`config.mk`:
```
export PLATFORM = sky130hd
export DESIGN_NAME = keypad_lock_ctrl
export DESIGN_NICKNAME = d
export VERILOG_FILES = /design/src/rtl/keypad_lock_ctrl.sv
export SDC_FILE = /design/constraint.sdc
export NUM_CORES = 1
export LEC_CHECK = 0
export ABC_AREA = 1
export ABC_CLOCK_PERIOD_IN_PS = 1700
export CAP_MARGIN = 20
export CORE_MARGIN = 4
export CORE_UTILIZATION = 55
export DETAILED_ROUTE_END_ITERATION = 16
export PLACE_DENSITY = 0.79
export SETUP_SLACK_MARGIN = 0.1
export SLEW_MARGIN = 25
export SYNTH_ARGS = -nofsm -noshare
export SYNTH_HDL_FRONTEND = slang
export SYNTH_SLANG_ARGS = --single-unit
```
`constraint.sdc`:
```
create_clock -name clk -period 1.7 [get_ports clk]
set_input_delay 0.34 -clock clk [delete_from_list [all_inputs] [get_ports clk]]
set_output_delay 0.34 -clock clk [all_outputs]
set_load 0.02 [all_outputs]
```
`src/rtl/keypad_lock_ctrl.sv`:
```
// keypad_lock_ctrl
// Programmable N-key code lock. It sits between the debounced key inputs and
// the display/sound front ends. Features: digit entry with an idle timeout, a
// one-cycle full-sequence check, a timed door-open window, and an alarm
// lockout after MAX_TRIES consecutive wrong codes. Pause freezes every timer
// but still lets digits be entered. All outputs are registered.

module keypad_lock_ctrl #(
    parameter int NUM_KEYS    = 4,
    parameter int CODE_LEN    = 4,
    parameter int MAX_TRIES   = 3,
    parameter int TIMEOUT_CYC = 1000,
    parameter int OPEN_CYC    = 2000,
    parameter int LOCKOUT_CYC = 5000,
    localparam int KW = (NUM_KEYS <= 2) ? 1 : $clog2(NUM_KEYS),
    localparam int DW = $clog2(CODE_LEN + 1),
    localparam int FW = $clog2(MAX_TRIES + 1)
) (
    input  logic                   clk,
    input  logic                   reset,
    input  logic [NUM_KEYS-1:0]    keys,
    input  logic                   Pause,
    input  logic [CODE_LEN*KW-1:0] code,
    output logic                   unlocked,
    output logic                   alarm,
    output logic                   key_ack,
    output logic                   fail,
    output logic [DW-1:0]          digit_cnt,
    output logic [FW-1:0]          fail_cnt,
    output logic [2:0]             state
);

    // State encoding is visible on the status port, so keep these values fixed.
    localparam logic [2:0] S_IDLE  = 3'd0;
    localparam logic [2:0] S_ENTRY = 3'd1;
    localparam logic [2:0] S_CHECK = 3'd2;
    localparam logic [2:0] S_OPEN  = 3'd3;
    localparam logic [2:0] S_ALARM = 3'd4;

    // One shared timer serves ENTRY, OPEN and ALARM. Only one of them is
    // active at a time, so it is sized for the longest of the three.
    localparam int TMAX_A = (TIMEOUT_CYC > OPEN_CYC) ? TIMEOUT_CYC : OPEN_CYC;
    localparam int TMAX   = (TMAX_A > LOCKOUT_CYC) ? TMAX_A : LOCKOUT_CYC;
    localparam int TW     = $clog2(TMAX + 1);

    // Each window ends on the edge where the timer already holds "length-1".
    // The timer therefore never has to count past its limit.
    localparam logic [TW-1:0] TIMEOUT_LAST = TW'(TIMEOUT_CYC - 1);
    localparam logic [TW-1:0] OPEN_LAST    = TW'(OPEN_CYC - 1);
    localparam logic [TW-1:0] LOCKOUT_LAST = TW'(LOCKOUT_CYC - 1);
    localparam logic [DW-1:0] LAST_DIGIT   = DW'(CODE_LEN - 1);
    localparam logic [FW-1:0] TRIES_LIMIT  = FW'(MAX_TRIES);

    logic [2:0]          state_reg, state_next;
    logic [TW-1:0]       timer_reg, timer_next;
    logic [DW-1:0]       digit_cnt_reg, digit_cnt_next;
    logic [FW-1:0]       fail_cnt_reg, fail_cnt_next;
    logic                unlocked_reg, unlocked_next;
    logic                alarm_reg, alarm_next;
    logic                key_ack_reg, key_ack_next;
    logic                fail_reg, fail_next;
    logic [NUM_KEYS-1:0] keys_prev_reg;

    logic                one_hot;
    logic                press;
    logic [KW-1:0]       key_idx;
    logic                store_en;
    logic [CODE_LEN-1:0] digit_ok;
    logic                code_match;
    logic [FW-1:0]       fail_cnt_inc;

    // Bit b of a key index is set for every key whose position has bit b set.
    function automatic logic [NUM_KEYS-1:0] index_mask(input int b);
        logic [NUM_KEYS-1:0] m;
        m = '0;
        for (int k = 0; k < NUM_KEYS; k++) begin
            m[k] = ((k >> b) & 1) == 1;
        end
        return m;
    endfunction

    // A press needs a new rising edge while exactly one key is down.
    // This rejects chords and extra keys pressed while another is held.
    assign one_hot = (keys != '0) && ((keys & (keys - 1'b1)) == '0);
    assign press   = one_hot && ((keys & ~keys_prev_reg) != '0);

    // One-hot to binary: each index bit ORs together the keys that set it.
    genvar gi;
    generate
        for (gi = 0; gi < KW; gi++) begin : g_idx
            assign key_idx[gi] = |(keys & index_mask(gi));
        end
    endgenerate

    // Digit buffer. Each slot holds its own register and compares against its
    // own code digit, so CHECK sees the whole sequence at once.
    generate
        for (gi = 0; gi < CODE_LEN; gi++) begin : g_digit
            logic [KW-1:0] digit_reg;

            // Capture the key index when this slot is the next to fill.
            always_ff @(posedge clk) begin
                if (reset) begin
                    digit_reg <= '0;
                end else if (store_en && (digit_cnt_reg == DW'(gi))) begin
                    digit_reg <= key_idx;
                end
            end

            assign digit_ok[gi] = (digit_reg == code[gi*KW +: KW]);
        end
    endgenerate

    assign code_match = &digit_ok;

    // Saturating failure increment; the count can never pass the alarm limit.
    assign fail_cnt_inc = (fail_cnt_reg == TRIES_LIMIT) ? fail_cnt_reg
                                                        : fail_cnt_reg + 1'b1;

    // Next-state and output decode for the lock sequencer.
    always_comb begin
        state_next     = state_reg;
        timer_next     = timer_reg;
        digit_cnt_next = digit_cnt_reg;
        fail_cnt_next  = fail_cnt_reg;
        unlocked_next  = 1'b0;
        alarm_next     = 1'b0;
        key_ack_next   = 1'b0;
        fail_next      = 1'b0;
        store_en       = 1'b0;

        case (state_reg)
            S_IDLE: begin
                if (press) begin
                    store_en       = 1'b1;
                    key_ack_next   = 1'b1;
                    digit_cnt_next = digit_cnt_reg + 1'b1;
                    timer_next     = '0;
                    state_next     = (digit_cnt_reg == LAST_DIGIT) ? S_CHECK : S_ENTRY;
                end
            end

            S_ENTRY: begin
                // Timeout takes priority over a press on the same edge.
                if (!Pause && (timer_reg == TIMEOUT_LAST)) begin
                    digit_cnt_next = '0;
                    timer_next     = '0;
                    state_next     = S_IDLE;
                end else begin
                    if (!Pause) begin
                        timer_next = timer_reg + 1'b1;
                    end
                    if (press) begin
                        store_en       = 1'b1;
                        key_ack_next   = 1'b1;
                        digit_cnt_next = digit_cnt_reg + 1'b1;
                        timer_next     = '0;
                        state_next     = (digit_cnt_reg == LAST_DIGIT) ? S_CHECK : S_ENTRY;
                    end
                end
            end

            S_CHECK: begin
                digit_cnt_next = '0;
                timer_next     = '0;
                if (code_match) begin
                    unlocked_next = 1'b1;
                    fail_cnt_next = '0;
                    state_next    = S_OPEN;
                end else begin
                    fail_next     = 1'b1;
                    fail_cnt_next = fail_cnt_inc;
                    if (fail_cnt_inc == TRIES_LIMIT) begin
                        alarm_next = 1'b1;
                        state_next = S_ALARM;
                    end else begin
                        state_next = S_IDLE;
                    end
                end
            end

            S_OPEN: begin
                unlocked_next = 1'b1;
                if (!Pause) begin
                    if (timer_reg == OPEN_LAST) begin
                        unlocked_next = 1'b0;
                        timer_next    = '0;
                        state_next    = S_IDLE;
                    end else begin
                        timer_next = timer_reg + 1'b1;
                    end
                end
            end

            S_ALARM: begin
                alarm_next = 1'b1;
                if (!Pause) begin
                    if (timer_reg == LOCKOUT_LAST) begin
                        alarm_next    = 1'b0;
                        fail_cnt_next = '0;
                        timer_next    = '0;
                        state_next    = S_IDLE;
                    end else begin
                        timer_next = timer_reg + 1'b1;
                    end
                end
            end

            default: begin
                digit_cnt_next = '0;
                timer_next     = '0;
                state_next     = S_IDLE;
            end
        endcase
    end

    // Register the sequencer state, counters and all outputs.
    always_ff @(posedge clk) begin
        if (reset) begin
            state_reg     <= S_IDLE;
            timer_reg     <= '0;
            digit_cnt_reg <= '0;
            fail_cnt_reg  <= '0;
            unlocked_reg  <= 1'b0;
            alarm_reg     <= 1'b0;
            key_ack_reg   <= 1'b0;
            fail_reg      <= 1'b0;
            keys_prev_reg <= '0;
        end else begin
            state_reg     <= state_next;
            timer_reg     <= timer_next;
            digit_cnt_reg <= digit_cnt_next;
            fail_cnt_reg  <= fail_cnt_next;
            unlocked_reg  <= unlocked_next;
            alarm_reg     <= alarm_next;
            key_ack_reg   <= key_ack_next;
            fail_reg      <= fail_next;
            keys_prev_reg <= keys;
        end
    end

    assign unlocked  = unlocked_reg;
    assign alarm     = alarm_reg;
    assign key_ack   = key_ack_reg;
    assign fail      = fail_reg;
    assign digit_cnt = digit_cnt_reg;
    assign fail_cnt  = fail_cnt_reg;
    assign state     = state_reg;

endmodule

```
==> results of run 1 <==
critical path, stage by stage, from the launching register on:
cell and delay (ns):
dfxtp_2 0.36, ha_4 0.15, nand2_4 0.07, nor2_4 0.13
nand2_2 0.08, nor2_4 0.17, nor2_1 0.07, nand2_2 0.09
nand3_4 0.13, nand2_8 0.12, nor2_1 0.06
layout make-up:
class                      instances  area share
clock buffer                       7      0.0330
clock inverter                     1     0.00172
inverter                          59      0.0760
multi-input combinational        244       0.463
sequential                        37       0.256
tap                               48      0.0206
timing repair buffer              50       0.149
cell usage in the layout, fill, tap and decap left out, drive strengths merged, types with 2 or more instances in the layout:
cell and instances:
o21ai 14, nor3 8, nand3 26, nand4 8
buf 24, ha 6, nand2 106, clkdlybuf4s50 13
xor2 2, dfxtp 37, nor2 53, clkbuf 7
dlymetal6s2s 2, or2 5, inv 59, nand3b 4
a21oi 11, dlygate4sd2 11
worst max-delay path by stage:
stage | slack (ns) | endpoint
3_3_place_gp | -0.20 | timer_reg[7]$_SDFFE_PP0P_
2_1_floorplan | 0.18 | timer_reg[11]$_SDFFE_PP0P_
6_report | 0.16 | timer_reg[9]$_SDFFE_PP0P_
5_1_grt | 0.08 | g_digit[1].digit_reg[0]$_SDFFE_PP0P_
3_5_place_dp | -0.27 | timer_reg[7]$_SDFFE_PP0P_
4_1_cts | 0.11 | timer_reg[10]$_SDFFE_PP0P_
cells by family after synthesis:
group | share of synthesized area
and+or+nand+nor | 0.446
buffers and inverters | 0.108
DFF | 0.332
AOI/OAI and AO/OA | 0.0728
adders and majority gates | 0.0336
xor gates and xnor gates | 0.00784
per-layer routing:
metal	wire, um	vias to the layer above	track usage	share of wire
met4	82	0	0.0585	0.015
met3	332	11	0.0491	0.063
li1	-	1168	-	-
met2	2450	64	0.321	0.46
met1	2430	1024	0.285	0.46
met5	0	-	0	0
power groups by stage:
stage | Clock, mW | Combinational [mW] | Sequential [mW]
floorplan | 0 | 0.249 | 0.957
global placement | 0 | 0.419 | 0.942
detailed placement | 0 | 0.427 | 0.943
CTS | 0.690 | 0.424 | 0.923
global route | 0.732 | 0.495 | 0.932
finish | 0.680 | 0.446 | 0.927
repair_timing:
| item | 4_1_cts | 5_1_grt |
|---|---|---|
| setup endpoints to repair | 30 | 26 |
| resized for setup | 17 | 29 |
| hold buffers | 0 | 0 |
| pin swaps | 2 | 7 |
| buffers inserted | 0 | 1 |
| endpoints found under the hold margin | 0 | 0 |
metrics by stage:
step | std cells | util | worst slack (ns)
after global placement | 437 | 0.712 | -0.202
after floorplan | 343 | - | 0.184
final | 446 | 0.767 | 0.163
after CTS | 445 | 0.738 | 0.106
after detailed placement | 437 | 0.712 | -0.265
after global routing | 446 | 0.767 | 0.0773
==> metrics.md, run 1 <==
| Metric | Value |
|---|---|
| Worst setup SP type | `flop` |
| Hold/Removal Path Class | `reg -> reg` |
| Ys flop type | `dfxtp_1` |
| Hold Crit Depth | `2` |
| Synthesized flop and latch total | `37` |
| RSZ-0062 raised after global routing | `yes` |
| Final setup violation count | `0` |
| GP Congestion | `0.870` |
| DR vias/cell | `5.08` |
| Share of layout cells above drive strength 1 | `0.226` |
| Tmin final | `between 1.5 and 2 ns` |
| Residual DRC | `0` |
| Hold_ws | `a little under 0.5 ns` |
| Fin area | `just under 3000 um^2` |
| CP Class | `reg -> reg` |
| RR Startpoint | `timer_reg[0]$_SDFFE_PP0P_` |
| # rows | `22` |
| Combinational share of power | `0.217` |
| CP arrival | `approximately 1.7 ns` |
| Most numerous cell in the Yosys netlist | `nand2_1` |
| Starting density of the core | `0.588` |
| Total chip power | `around 2.1 mW` |
| Antenna viol nets, final | `0` |
| Layout net count | `418` |
| Clock power frac | `0.331` |
| Leading cell types by count after synthesis | `93 x nand2_1, 53 x inv_1, 49 x nor2_1` |
| Longest Clk Path Bufs | `2` |
| Multi-input gate area | `1350 um^2` |
| Asr flop ratio synth | `0` |
| Die area | `5140 um^2` |
| First-pass GRT wire length | `8600 um` |
| DP Area | `between 2000 and 3000 um^2` |
| Psw | `about 0.6 mW` |
| GRT Util Overall | `0.207` |
| Max cap viols | `0` |
| Clock Tree Root | `clkbuf_8` |
| Sw frac | `0.291` |
| Initial antenna violation count | `0` |
| Number of diodes | `0` |
| Required time of the critical path | `between 1.5 and 2 ns` |
| Fin. Hold Viols | `0` |
| Synth top area cells | `dfxtp_1 33%, nand2_1 16%, inv_1 8.9%` |
| Router iterations before antenna repair | `4` |
| Reg2Reg Setup Slack | `0.16 ns` |
| Total negative setup slack | `0 ns` |
| Port buffer count | `26` |
| Number of synthesized flops with an enable pin | `0` |
| # fillers | `between 200 and 300` |
| Fin. max-slew vios | `0` |
| Largest net degree at the start of global routing | `14` |
| Mapped cell area | `approximately 2200 um^2` |
| Top cell type's share of synthesized area | `0.332` |
| Synth Warn # | `0` |
| Crit Path Max Fanout | `8` |
| H-Tree Depth | `2` |
| Critical R2R Capture | `timer_reg[9]$_SDFFE_PP0P_` |
| Vias | `~2300` |
| Syn Area/Cell | `6.51 um^2` |
| Flop pwr share | `0.452` |
| Maximum vdd drop | `a little under 500 uV` |
| Slew HR | `0.737` |
| Congestion Overflow GR | `0` |
| Fmax | `approximately 0.65 GHz` |
| Cells on worst reg2reg path | `10` |
| PwrDens | `about 700 nW/um^2` |
| CP endpoint kind | `flop` |
| Status | `finished, final reports clean` |
| Dpl hpwl | `roughly 4000 um` |
| DR WL/cell | `around 12 um` |
| Worst Setup SP | `timer_reg[0]$_SDFFE_PP0P_` |
| Max reg flops | `13` |
| Worst slew pin tran | `between 0.3 and 0.4 ns` |
| Mapped Nets | `between 300 and 400` |
| Netlist cell types | `28` |
| Num CTS Buffers | `5` |
| P_int | `about 1.5 mW` |
| WHS Endpoint | `g_digit[3].digit_reg[1]$_SDFFE_PP0P_` |
| Biggest area consumer among synthesized cells | `dfxtp_1` |
| Initial drt markers | `~190` |
| Die span in x | `~72 um` |
| Sequential area share after synthesis | `0.332` |
| Layout Skew | `roughly 0.0077 ns` |
| Tcrit/Tclk final | `0.904` |
| Syn-to-layout area delta | `30.5%` |
| Gate Count Post-Synth | `343` |
| Final wirelength | `around 5300 um` |
| Die Span Y | `between 70 and 80 um` |
| Min-delay src | `g_digit[3].digit_reg[1]$_SDFFE_PP0P_` |
| P_leak | `approximately 1.4 nW` |
| Worst-skew pair later-pin latency | `0.29 ns` |
| Storage element area | `747 um^2` |
| Boundary Pins | `27` |
| Core area | `roughly 3800 um^2` |
| Worst-path clk slew | `0.07 ns` |
| Vias in the first global route | `2040` |
| CTS sink cnt | `37` |
| CTS tree | `yes` |
(Power assumes the default switching activity.)
==> run 2: changes to the inputs <==
--- a/config.mk
+++ b/config.mk
@@ -11,6 +11,7 @@
 export CORE_MARGIN = 4
 export CORE_UTILIZATION = 55
 export DETAILED_ROUTE_END_ITERATION = 16
+export GPL_TIMING_DRIVEN = 1
 export PLACE_DENSITY = 0.79
 export SETUP_SLACK_MARGIN = 0.1
 export SLEW_MARGIN = 25
==> results of run 2 <==
No change in the layout: final DEF, timing and power equal those of run 1.
==> run 3: changes to the inputs <==
--- a/config.mk
+++ b/config.mk
@@ -9,10 +9,10 @@
 export ABC_CLOCK_PERIOD_IN_PS = 1700
 export CAP_MARGIN = 20
 export CORE_MARGIN = 4
-export CORE_UTILIZATION = 55
+export CORE_UTILIZATION = 40
 export DETAILED_ROUTE_END_ITERATION = 16
+export GPL_ROUTABILITY_DRIVEN = 0
 export GPL_TIMING_DRIVEN = 1
-export PLACE_DENSITY = 0.79
 export SETUP_SLACK_MARGIN = 0.1
 export SLEW_MARGIN = 25
 export SYNTH_ARGS = -nofsm -noshare
==> run 3 against run 2 <==
Net effect:
- core utilization down 21 points
- combinational power decreased by 3%
- worst hold slack got worse by 0.0050 ns
- non-clock buffer count unchanged
- clock skew increased by 0.0012 ns
- critical endpoint is now alarm
- sequential power about the same
- clock-buffer cell count stayed put
- critical path type is now reg -> out
==> metrics.md, run 3 (synthesis gave the netlist of run 1 again) <==
| Metric | Value |
|---|---|
| Status | `finished, final reports clean` |
| Fin. Hold Viols | `0 (unchanged)` |
| Crit path max-delay family | `buffers and inverters` |
| First-pass GRT wire length | `8650 um (+0.64%)` |
| Worst slew pin tran | `0.408 ns (+0.0154 ns)` |
| CP peak stage delay | `0.59 ns (+0.23 ns)` |
| Residual DRC | `0 (unchanged)` |
| Fmax | `0.649 GHz (-0.25%)` |
| Boundary Pins | `27 (unchanged)` |
| Maximum vdd drop | `504 uV (+1.8%)` |
| Total chip power | `2.16 mW (+5.1%)` |
| CTS tree | `yes` |
| Max cap viols | `0 (unchanged)` |
| Clock Tree Root | `clkbuf_8` |
| Cells on worst reg2reg path | `10 (unchanged)` |
| Required time of the critical path | `1.36 ns (-0.52 ns)` |
| Storage element area | `748 um^2 (+0.17%)` |
| Slew HR | `0.726 (-0.0104)` |
| Total negative setup slack | `0 ns (unchanged)` |
| Core area | `5270 um^2 (+39%)` |
| DR vias/cell | `4.53 (-11%)` |
| Hold Crit Depth | `2 (unchanged)` |
| Vias in the first global route | `1871 (-8.3%)` |
| P_leak | `1.42 nW (-1.4%)` |
| Vias | `2120 (-6.5%)` |
| Tcrit/Tclk final | `0.906 (+0.00229)` |
| Initial antenna violation count | `0 (unchanged)` |
| Critical R2R Capture | `timer_reg[12]$_SDFFE_PP0P_` |
| # fillers | `526 (+80%)` |
| Tmin final | `1.54 ns (+0.00390 ns)` |
| Worst-path cell chain | `clkdlybuf4s50_1` |
| Buf+Inv Stages, Crit Path | `1 (+1)` |
| Worst-skew pair later-pin latency | `0.30 ns (about the same)` |
| Max reg flops | `13 (unchanged)` |
| WHS Endpoint | `g_digit[3].digit_reg[1]$_SDFFE_PP0P_` |
| Crit Path Max Fanout | `1 (-7)` |
| RR Startpoint | `timer_reg[3]$_SDFFE_PP0P_` |
| Worst-path clk slew | `0.08 ns (about the same)` |
| Dpl hpwl | `3920 um (+0.51%)` |
| Hold_ws | `0.477 ns (-0.00505 ns)` |
| Layout Skew | `0.00885 ns (+0.00117 ns)` |
| Worst setup SP type | `flop` |
| Die area | `6840 um^2 (+33%)` |
| Commonest non-fill, non-tap cell in the layout | `nand2_1` |
| Min-delay src | `g_digit[3].digit_reg[1]$_SDFFE_PP0P_` |
| Router iterations before antenna repair | `4 (unchanged)` |
| Num CTS Buffers | `5 (unchanged)` |
| Longest Clk Path Bufs | `2 (unchanged)` |
| CP Class | `reg -> out` |
| Layout net count | `418 (unchanged)` |
| CP endpoint kind | `output port` |
| Share of layout cells above drive strength 1 | `0.219 (-0.00754)` |
| Congestion Overflow GR | `0 (unchanged)` |
| Number of diodes | `0 (unchanged)` |
| Fin. max-slew vios | `0 (unchanged)` |
| DR WL/cell | `11.0 um (-7.7%)` |
| Reg2Reg Setup Slack | `0.18 ns (+0.02 ns)` |
| CTS sink cnt | `37 (unchanged)` |
| Final wirelength | `5130 um (-3.1%)` |
| Hold/Removal Path Class | `reg -> reg` |
| PwrDens | `731 nW/um^2 (+3.8%)` |
| Starting density of the core | `0.424 (-0.164)` |
| H-Tree Depth | `2 (unchanged)` |
| CP arrival | `1.20 ns (-0.51 ns)` |
| Final setup violation count | `0 (unchanged)` |
| Antenna viol nets, final | `0 (unchanged)` |
| Hold_buf cts | `0 (unchanged)` |
| Initial drt markers | `118 (-37%)` |
| Syn-to-layout area delta | `32.2%` |
| Die Span Y | `82.7 um (+15%)` |
| # rows | `26 (+18%)` |
| Multi-input gate area | `1340 um^2 (-0.83%)` |
| Die span in x | `82.7 um (+15%)` |
| Critical path's slowest cell | `clkdlybuf4s50_1` |
| Most used cells in the layout excluding fill and tap cells | `91 x nand2_1, 50 x inv_1, 45 x nor2_1` |
| RSZ-0062 raised after global routing | `yes` |
| Port buffer count | `26 (unchanged)` |
| GRT Util Overall | `0.167 (-0.0395)` |
| Largest net degree at the start of global routing | `15 (+1)` |
run 3: changes by cell type in the layout (fill, tap and decap cells not counted), sizes merged:
cell      delta
inv          -1
bufinv       +1
clkinv       -1
clkinvlp     +1
run 3: worst max-delay path by stage:
stage                                   start                          to  slack, ns  depth (start not counted)
global route        timer_reg[3]$_SDFFE_PP0P_  timer_reg[10]$_SDFFE_PP0P_       0.08                         10
CTS                 timer_reg[0]$_SDFFE_PP0P_   timer_reg[0]$_SDFFE_PP0P_       0.11                         11
detailed placement                    keys[1]   timer_reg[0]$_SDFFE_PP0P_      -0.29                         10
global placement                      keys[3]   timer_reg[0]$_SDFFE_PP0P_      -0.24                         10
finish                       alarm$_SDFF_PP0_                       alarm       0.16                          1
floorplan               state[0]$_SDFFE_PP0P_  timer_reg[11]$_SDFFE_PP0P_       0.18                          8
run 3: routing by layer:
layer / up-vias / GRT usage / wire, um
met5: - / 0 / 0
met4: 0 / 0.0523 / 68
met3: 5 / 0.0564 / 242
met2: 33 / 0.243 / 2120
met1: 919 / 0.232 / 2700
li1: 1163 / - / -
run 3: repair_timing:
action	4_1_cts	5_1_grt
setup buffers	0	3
endpoints found under the setup margin	30	28
pin swaps	4	11
gates resized for setup	17	26
run 3: layout make-up:
class / instances / area share
Clock inverter: 1 / 0.0102
Multi-Input combinational cell: 244 / 0.454
Clock buffer: 7 / 0.0292
Inverter: 59 / 0.0763
Timing Repair Buffer: 50 / 0.148
Sequential cell: 37 / 0.253
Tap cell: 70 / 0.0297
run 3: metrics by stage:
step	setup slack, ns	area, um^2	instances	utilization
floorplan	0.184	2230	343	-
global placement	-0.236	2720	457	0.516
detailed placement	-0.290	2720	457	0.516
CTS	0.106	2850	465	0.540
global route	0.0769	2950	468	0.560
finish	0.159	2950	468	0.560
run 3: power breakdown:
group	internal (mW)	switching (mW)	total, mW
combinational	0.180	0.254	0.434
sequential	0.902	0.0240	0.926
clock	0.478	0.318	0.797
total	1.56	0.596	2.16
